### config.mk
export PLATFORM = sky130hd
export DESIGN_NAME = unpacked_window_writer_flat
export DESIGN_NICKNAME = d
export VERILOG_FILES = /design/src/rtl/unpacked_win_pkg.sv /design/src/rtl/unpacked_window_writer_if.sv /design/src/rtl/unpacked_win_select.sv /design/src/rtl/unpacked_window_writer.sv /design/src/flat_wrapper.sv
export SDC_FILE = /design/constraint.sdc
export NUM_CORES = 1
export LEC_CHECK = 0
export ABC_AREA = 1
export BUFFER_PORTS_ARGS = -buffer_cell sky130_fd_sc_hd__buf_2
export CORE_MARGIN = 2
export CORE_UTILIZATION = 40
export CTS_CLUSTER_DIAMETER = 200
export CTS_CLUSTER_SIZE = 28
export DETAILED_ROUTE_END_ITERATION = 8
export GPL_ROUTABILITY_DRIVEN = 0
export HOLD_SLACK_MARGIN = 0.1
export MAX_ROUTING_LAYER = met4
export PLACE_DENSITY = 0.67
export SYNTH_ARGS = -nofsm -noshare
export SYNTH_HDL_FRONTEND = slang
export SYNTH_HIERARCHICAL = 1
export SYNTH_SLANG_ARGS = --single-unit
### constraint.sdc
create_clock -name clk -period 2.72 [get_ports clk]
set_input_delay 0.544 -clock clk [delete_from_list [all_inputs] [get_ports clk]]
set_output_delay 0.544 -clock clk [all_outputs]
set_load 0.05 [all_outputs]
### src/rtl/unpacked_win_pkg.sv
// Shared types and default sizes for the unpacked window writer.
package unpacked_win_pkg;

  localparam int ELEM_W    = 4;
  localparam int NELEM_DEF = 5;
  localparam int WIN_DEF   = 3;

  typedef logic [ELEM_W-1:0] elem_t;

  typedef enum logic {
    FILL = 1'b0,
    HOLD = 1'b1
  } wstate_t;

endpackage

### src/rtl/unpacked_window_writer_if.sv
// Producer-side element stream and consumer-side array/window bus of the writer.
interface unpacked_window_writer_if #(
  parameter int W     = unpacked_win_pkg::ELEM_W,
  parameter int NELEM = unpacked_win_pkg::NELEM_DEF,
  parameter int WIN   = unpacked_win_pkg::WIN_DEF
);
  localparam int BW = $clog2(NELEM);

  // Both sides use valid/ready: a transfer happens on a rising clk edge where
  // valid && ready; the source holds its payload and valid until that edge.
  logic                 in_valid;
  logic                 in_ready;
  logic [W-1:0]         in_data;
  logic                 out_valid;
  logic                 out_ready;
  logic [BW-1:0]        out_base;
  logic [W-1:0]         out_win [WIN];
  logic [NELEM*W-1:0]   out_flat;
  logic                 out_err;

  modport master (
    output in_valid, in_data, out_ready, out_base,
    input  in_ready, out_valid, out_win, out_flat, out_err
  );

  modport slave (
    input  in_valid, in_data, out_ready, out_base,
    output in_ready, out_valid, out_win, out_flat, out_err
  );
endinterface

### src/rtl/unpacked_win_select.sv
// Window part-select over the element array with range error.
// Define UNPACKED_WIN_DESCENDING_EN for -: (descending) window semantics.
module unpacked_win_select #(
  parameter int W     = 4,
  parameter int NELEM = 5,
  parameter int WIN   = 3,
  parameter int BW    = $clog2(NELEM)
) (
  input  logic [W-1:0]  mem [NELEM],
  input  logic [BW-1:0] base,
  output logic [W-1:0]  win [WIN],
  output logic          err
);

`ifdef UNPACKED_WIN_DESCENDING_EN
  always_comb begin
    logic [BW:0] sum;
    logic [BW:0] idx;
    win = '{default: '0};
    sum = '0;
    idx = '0;
    err = ({1'b0, base} < (BW+1)'(WIN-1)) || ({1'b0, base} > (BW+1)'(NELEM-1));
    for (int i = 0; i < WIN; i++) begin
      // base-WIN+1+i rearranged as (base+i+1)-WIN so nothing goes negative
      sum = {1'b0, base} + (BW+1)'(i + 1);
      if (sum >= (BW+1)'(WIN)) begin
        idx = sum - (BW+1)'(WIN);
        if (idx < (BW+1)'(NELEM)) win[i] = mem[idx[BW-1:0]];
      end
    end
  end
`else
  always_comb begin
    logic [BW:0] idx;
    win = '{default: '0};
    idx = '0;
    err = ({1'b0, base} + (BW+1)'(WIN)) > (BW+1)'(NELEM);
    for (int i = 0; i < WIN; i++) begin
      idx = {1'b0, base} + (BW+1)'(i);
      if (idx < (BW+1)'(NELEM)) win[i] = mem[idx[BW-1:0]];
    end
  end
`endif

endmodule

### src/rtl/unpacked_window_writer.sv
// Collects NELEM elements, then offers the full array (flat + window) until taken.
// Window direction follows UNPACKED_WIN_DESCENDING_EN (see unpacked_win_select).
module unpacked_window_writer
  import unpacked_win_pkg::*;
#(
  parameter int W     = ELEM_W,
  parameter int NELEM = NELEM_DEF,
  parameter int WIN   = WIN_DEF
) (
  input  logic    clk,
  input  logic    rst,
  unpacked_window_writer_if.slave bus,
  output wstate_t dbg_state
);
  localparam int BW = $clog2(NELEM);
  localparam logic [BW-1:0] LAST = BW'(NELEM - 1);

  wstate_t       state_q, state_d;
  logic [BW-1:0] cnt_q, cnt_d;
  logic [W-1:0]  mem_q [NELEM];
  logic [W-1:0]  mem_d [NELEM];
  logic [W-1:0]  sel_win [WIN];
  logic          sel_err;

  always_ff @(posedge clk or posedge rst) begin
    if (rst) begin
      state_q <= FILL;
      cnt_q   <= '0;
      mem_q   <= '{default: '0};
    end else begin
      state_q <= state_d;
      cnt_q   <= cnt_d;
      mem_q   <= mem_d;
    end
  end

  always_comb begin
    state_d = state_q;
    cnt_d   = cnt_q;
    mem_d   = mem_q;
    case (state_q)
      FILL: begin
        if (bus.in_valid) begin
          mem_d[cnt_q] = bus.in_data;
          if (cnt_q == LAST) begin
            state_d = HOLD;
            cnt_d   = '0;
          end else begin
            cnt_d = cnt_q + 1'b1;
          end
        end
      end
      HOLD: begin
        // Release only; the first new element is taken the cycle after.
        if (bus.out_ready) state_d = FILL;
      end
      default: state_d = FILL;
    endcase
  end

  unpacked_win_select #(
    .W(W), .NELEM(NELEM), .WIN(WIN), .BW(BW)
  ) u_select (
    .mem  (mem_q),
    .base (bus.out_base),
    .win  (sel_win),
    .err  (sel_err)
  );

  always_comb begin
    bus.in_ready  = (state_q == FILL) && !rst;
    bus.out_valid = (state_q == HOLD);
    bus.out_err   = 1'b0;
    bus.out_flat  = '0;
    bus.out_win   = '{default: '0};
    dbg_state     = state_q;
    if (state_q == HOLD) begin
      bus.out_err = sel_err;
      bus.out_win = sel_win;
      for (int i = 0; i < NELEM; i++) bus.out_flat[i*W +: W] = mem_q[i];
    end
  end

endmodule

### src/flat_wrapper.sv
// flat-port wrapper written by rule: the top's interface ports become plain ports
module unpacked_window_writer_flat import unpacked_win_pkg::*;
#(
  parameter int W     = ELEM_W,
  parameter int NELEM = NELEM_DEF,
  parameter int WIN   = WIN_DEF
)
  (clk, rst, dbg_state, bus_in_valid, bus_in_data, bus_out_ready, bus_out_base, bus_in_ready, bus_out_valid, bus_out_win, bus_out_flat, bus_out_err);
  unpacked_window_writer_if #(.W(W), .NELEM(NELEM), .WIN(WIN)) bus_i ();
  input  logic clk;
  input  logic rst;
  output wstate_t dbg_state;
  input wire logic [$bits(bus_i.in_valid)-1:0] bus_in_valid;
  input wire logic [$bits(bus_i.in_data)-1:0] bus_in_data;
  input wire logic [$bits(bus_i.out_ready)-1:0] bus_out_ready;
  input wire logic [$bits(bus_i.out_base)-1:0] bus_out_base;
  output wire logic [$bits(bus_i.in_ready)-1:0] bus_in_ready;
  output wire logic [$bits(bus_i.out_valid)-1:0] bus_out_valid;
  output wire logic [$bits(bus_i.out_win)-1:0] bus_out_win;
  output wire logic [$bits(bus_i.out_flat)-1:0] bus_out_flat;
  output wire logic [$bits(bus_i.out_err)-1:0] bus_out_err;
  assign bus_i.in_valid = bus_in_valid;
  assign bus_i.in_data = bus_in_data;
  assign bus_i.out_ready = bus_out_ready;
  assign bus_i.out_base = bus_out_base;
  assign bus_in_ready = bus_i.in_ready;
  assign bus_out_valid = bus_i.out_valid;
  assign bus_out_win = {>>{bus_i.out_win}};
  assign bus_out_flat = bus_i.out_flat;
  assign bus_out_err = bus_i.out_err;
  unpacked_window_writer #(.W(W), .NELEM(NELEM), .WIN(WIN)) u_core (.clk(clk), .rst(rst), .bus(bus_i), .dbg_state(dbg_state));
endmodule
# Word-level counts from Yosys, hierarchy flattened

Index checks and enable logic that the tools add are counted.

Output and inout port bits: 36
Word-level logic and storage cells: 53
Register bits after elaboration: 24
Bits of input ports: 11

Reduce and logical (&&, ||, !) cells: 4
Bitwise logic cells: 5
Equal/unequal tests: 1
Muxes and demuxes: 23
Order comparisons: 9
Add/sub/neg operators: 4

Operator list:

| kind                                                                          | number |
|---|---|
| 4-bit 2-to-1 mux                                                              | 10 |
| 4-bit binary-select mux with 3-bit select                                     | 3 |
| 20-bit bitwise mux                                                            | 1 |
| 20-bit 2-to-1 mux                                                             | 1 |
| 4-bit greater-or-equal comparator (second input constant)                     | 4 |
| 3-bit NOT with 4-bit output                                                   | 4 |
| 4-bit demux with 3-bit select                                                 | 1 |
| 12-bit 2-to-1 mux                                                             | 1 |
| 3-bit by 2-bit adder with 4-bit output (second input constant)                | 2 |
| 4-bit by 3-bit less-than comparator with 1-bit output (second input constant) | 2 |
| 3-bit by 1-bit adder with 4-bit output (second input constant)                | 1 |
| 4-bit by 3-bit > comparator with 1-bit output (second input constant)         | 1 |
| 4-bit by 1-bit less-than comparator with 1-bit output (second input constant) | 1 |
| 1-bit 2-to-1 mux                                                              | 4 |
| 3-bit by 1-bit adder with 3-bit output (second input constant)                | 1 |
| 3-bit == test (second input constant)                                         | 1 |
| 3-bit less-than comparator (second input constant)                            | 1 |
| 3-bit 2-to-1 mux                                                              | 1 |
| 1-bit logical AND                                                             | 2 |
| 1-bit one-hot mux with 2 select lines                                         | 1 |
| 2-bit AND reduction                                                           | 1 |
| 1-bit zero test                                                               | 1 |
| 1-bit NOT                                                                     | 1 |

# Depth between registers and ports, before layout

Depth in word-level cells: 7
Gate-level depth with buffers: 11
Gate-level depth less buffers: 9

# Modules after synthesis

The synthesis kept the hierarchy.

Modules (own cells, without submodules):

| module                 | area an instance (um^2) | seq. area each (um^2) | times used | cells each |
|---|---|---|---|---|
| unpacked_window_writer | 1372.6                  | 600.6                 | 1          | 195 |
| unpacked_win_select    | 789.5                   | 0.0                   | 1          | 142 |

# Worst setup path after synthesis

No wires, ideal clock.

Path kind: input-to-output
Start point: input port bus_out_base[0]
End point: output port bus_out_win[4]
Data required time: 2.176 ns
Arrival time: 2.001 ns
Path buffers: 2
Setup slack: 0.175 ns
Cell stages on the path: 11
Cell sequence: buf_6 inv_8 buf_8 ha_1 inv_1 nand3_1 nand2_1 nand2_1 a21oi_1 nand2_1 inv_1

RTL lines:

| item            | line               | RTL |
|---|---|---|
| start, declared | flat_wrapper.sv:16 | `input wire logic [$bits(bus_i.out_base)-1:0] bus_out_base;` |
| end, declared   | flat_wrapper.sv:19 | `output wire logic [$bits(bus_i.out_win)-1:0] bus_out_win;` |

==> summary.txt <==
Critical Path Start Type - primary input
Root buf cell - clkbuf_8
Total track usage - 19.8%
Worst EP arrival - 2.02 ns
Net Sw Frac - 54.2%
Total wire length - 5.31 mm
Final hold violations - 0
CTS Sinks - 24
Initial DRC Count - 112
Port Buffers - 46
Worst-case clock skew - 0.00997 ns
Width of the die - 77.5 microns
CTS Buffer Depth - 2
Max_cap viols - 0
Crit path to - bus_out_win[1]
Synthesized Nets - 357
Crit path from - bus_out_base[1]
Die Ht - 77.5 microns
Status - finished, final reports clean
CP Max Fanout - 12
Syn Area/Cell - 6.42 sq um
Area growth, synth to finish - 14.8%
Post-CTS setup buffers - 0
Required @ worst endpoint - 2.18 ns
Peak VDD IR - 0.610 mV
Synth warn - 6
Cell Chain, Critical Path - buf_2 -> inv_2 -> ha_1 -> nor2_2 -> nand2_1 -> a21oi_1 -> nand2_1 -> inv_1 -> buf_2
Internal cell power - 1.08 mW
Sw power - 1.27 mW
Layout cells sized above 1 - 24.7%
Power Density - 948 mW/mm^2
Final setup fails - 0
Fin crit share - 94.4%
Detail Placement HPWL - 4.10 mm
Grt total ovfl - 0
CP max stage cell - ha_1
Maximum clock rate - 389 MHz
# IOs - 47
Max-slew violations - 0
Clock-pin slew on the worst setup and hold paths - 0.09 ns
Largest net degree at the start of global routing - 35
Routed via count - 2133
Clk_lat worst skew - 0.27 ns
Cell Rows - 26
Worst-Margin Slew - 0.938 ns
R2r setup slk - 1.14 ns
Hold_buf cts - 0
Mapped cell area - 0.00216 sq mm
TritonCTS clock tree - built
Yosys reg bits - 24
RR Endpoint - u_core/mem_q[3]
Setup TNS - 0 ns
Setup CP Type - primary input to primary output
Nets - 401
Mapped Cells - 337
Clock power share - 13.2%
Leak - 1.56 nW
First-pass GRT wire length - 9.56 mm
Sequential area share after synthesis - 27.8%
Die area - 0.00601 sq mm
Post-route ant nets - 0
Minimum clock period - 2.57 ns
Number of inserted diodes - 0
Initial antenna violation count - 0
Worst reg2reg path depth - 6
Critical Path Sink Type - primary output
Min-delay worst type - primary input to register
Fillers - 550
Vias in the first global route - 2082
Slowest stage delay, CP - 0.36 ns
Initial core utilization - 41.8%
RR Startpoint - u_core/bus.out_valid
Seq pwr share - 32.4%
Total CTS buffers - 3
Multi-input gate area - 0.00124 sq mm
DRC violations left - 0
FF/Latch Area - 601 sq um
Worst relative slew slack - 37.4%
Comb pwr share - 54.4%
Tot Pwr - 2.35 mW
Htree depth - 1
Netlist cell types - 23
Router iterations before antenna repair - 4
Unrepaired setup endpoints after global routing - no
Routed wire per std cell - 11.8 microns
Via/cell ratio - 4.74
CORE AREA - 0.00517 sq mm
[sequential cells by signal, summed over array words and instances (netlist names)]
register	cells
u_core/mem_q	20
u_core/cnt_q	3
u_core/bus.out_valid	1
[worst min path at each step]
stage                           from              endpoint  slack [ns]  cells after the start
floorplan           u_core/mem_q[11]      u_core/mem_q[11]        0.48                      2
finish                 bus_out_ready  u_core/bus.out_valid        0.46                      2
CTS                    bus_out_ready  u_core/bus.out_valid        0.45                      2
global route           bus_out_ready  u_core/bus.out_valid        0.46                      2
detailed placement   u_core/mem_q[4]       u_core/mem_q[4]        0.54                      2
global placement     u_core/mem_q[1]       u_core/mem_q[1]        0.53                      2
[routing by layer]
layer | global-route usage, % | share of wire [%] | up-vias
met4 | 3.04 | 0.83 | 0
met3 | 1.86 | 3.5 | 6
met5 | - | 0 | -
met1 | 25.6 | 48 | 959
li1 | - | - | 1124
met2 | 34.4 | 47 | 44
[cells in the mapped netlist, drive strengths merged]
library cell  instances  area (sq um)
or2                   1          6.26
inv                  54           210
nand2               142           551
o21ai                 3          15.0
ha                    9           113
nand3                55           340
a21oi                13          76.3
o211ai                1          7.51
o21bai                1          7.51
dfrtp                24           601
buf                  12           113
o22ai                 1          6.26
nor2                 21           116
[cell families after synthesis]
group	count (synthesis)	share of synthesized area [%]
compound gates	19	5.21
fa+ha+maj	9	5.21
buf+inv	66	14.9
flops	24	27.8
simple gates	219	46.9
[layout make-up]
class / count / share of cell area [%]
Clock buffer: 3 / 1.66
Clock inverter: 1 / 1.21
Inverter: 54 / 8.47
Multi-Input combinational cell: 247 / 49.9
Sequential cell: 24 / 24.2
Tap cell: 70 / 3.53
Timing Repair Buffer: 51 / 11.0
[repair_timing]
action                                  in CTS  in global routing
endpoints found under the setup margin       0                  4
endpoints found under the hold margin        0                  0
gates resized for setup                      0                  3
[power by group through the flow]
stage	registers, mW	logic, mW	clock network, mW
after floorplan	0.708	1.07	0
after global placement	0.768	1.26	0
after detailed placement	0.768	1.28	0
after CTS	0.762	1.29	0.318
after global routing	0.799	1.44	0.329
final	0.763	1.28	0.310
[cell usage in the layout (no fill, tap or decap)]
cell type | synthesis | layout
a21oi_1 | 10 | 10
a21oi_2 | 3 | 3
buf_2 | 3 | 44
buf_4 | 3 | 5
bufinv_16 | 0 | 1
clkbuf_4 | 0 | 2
clkbuf_8 | 0 | 3
dfrtp_1 | 24 | 24
ha_1 | 9 | 9
inv_1 | 47 | 46
inv_2 | 6 | 7
inv_8 | 1 | 1
nand2_1 | 135 | 135
nand2_2 | 7 | 7
nand3_1 | 42 | 42
nand3_2 | 13 | 13
nor2_1 | 14 | 14
nor2_2 | 3 | 3
nor2_4 | 4 | 4
o211ai_1 | 1 | 1
o21ai_0 | 3 | 3
o21bai_1 | 1 | 1
o22ai_1 | 1 | 1
or2_2 | 1 | 1
[through the flow]
| stage | utilization (%) | cell area (sq um) | setup slack [ns] | std cells | hold WS (ns) |
|---|---|---|---|---|---|
| global placement | 46.5 | 2400 | 0.136 | 446 | 0.530 |
| global route | 48.0 | 2480 | 0.00112 | 450 | 0.458 |
| finish | 48.0 | 2480 | 0.152 | 450 | 0.457 |
| CTS | 47.9 | 2480 | 0.104 | 450 | 0.451 |
| floorplan | - | 2160 | 0.175 | 337 | 0.484 |
| detailed placement | 46.5 | 2400 | 0.114 | 446 | 0.539 |
[worst max-delay path: cells and delay by family]
family          cells  cell delay (ns)
buf+inv             4             0.60
fa+ha+maj           1             0.36
compound gates      1             0.16
simple gates        3             0.35
No activity file was read; power rests on OpenSTA's default activity.
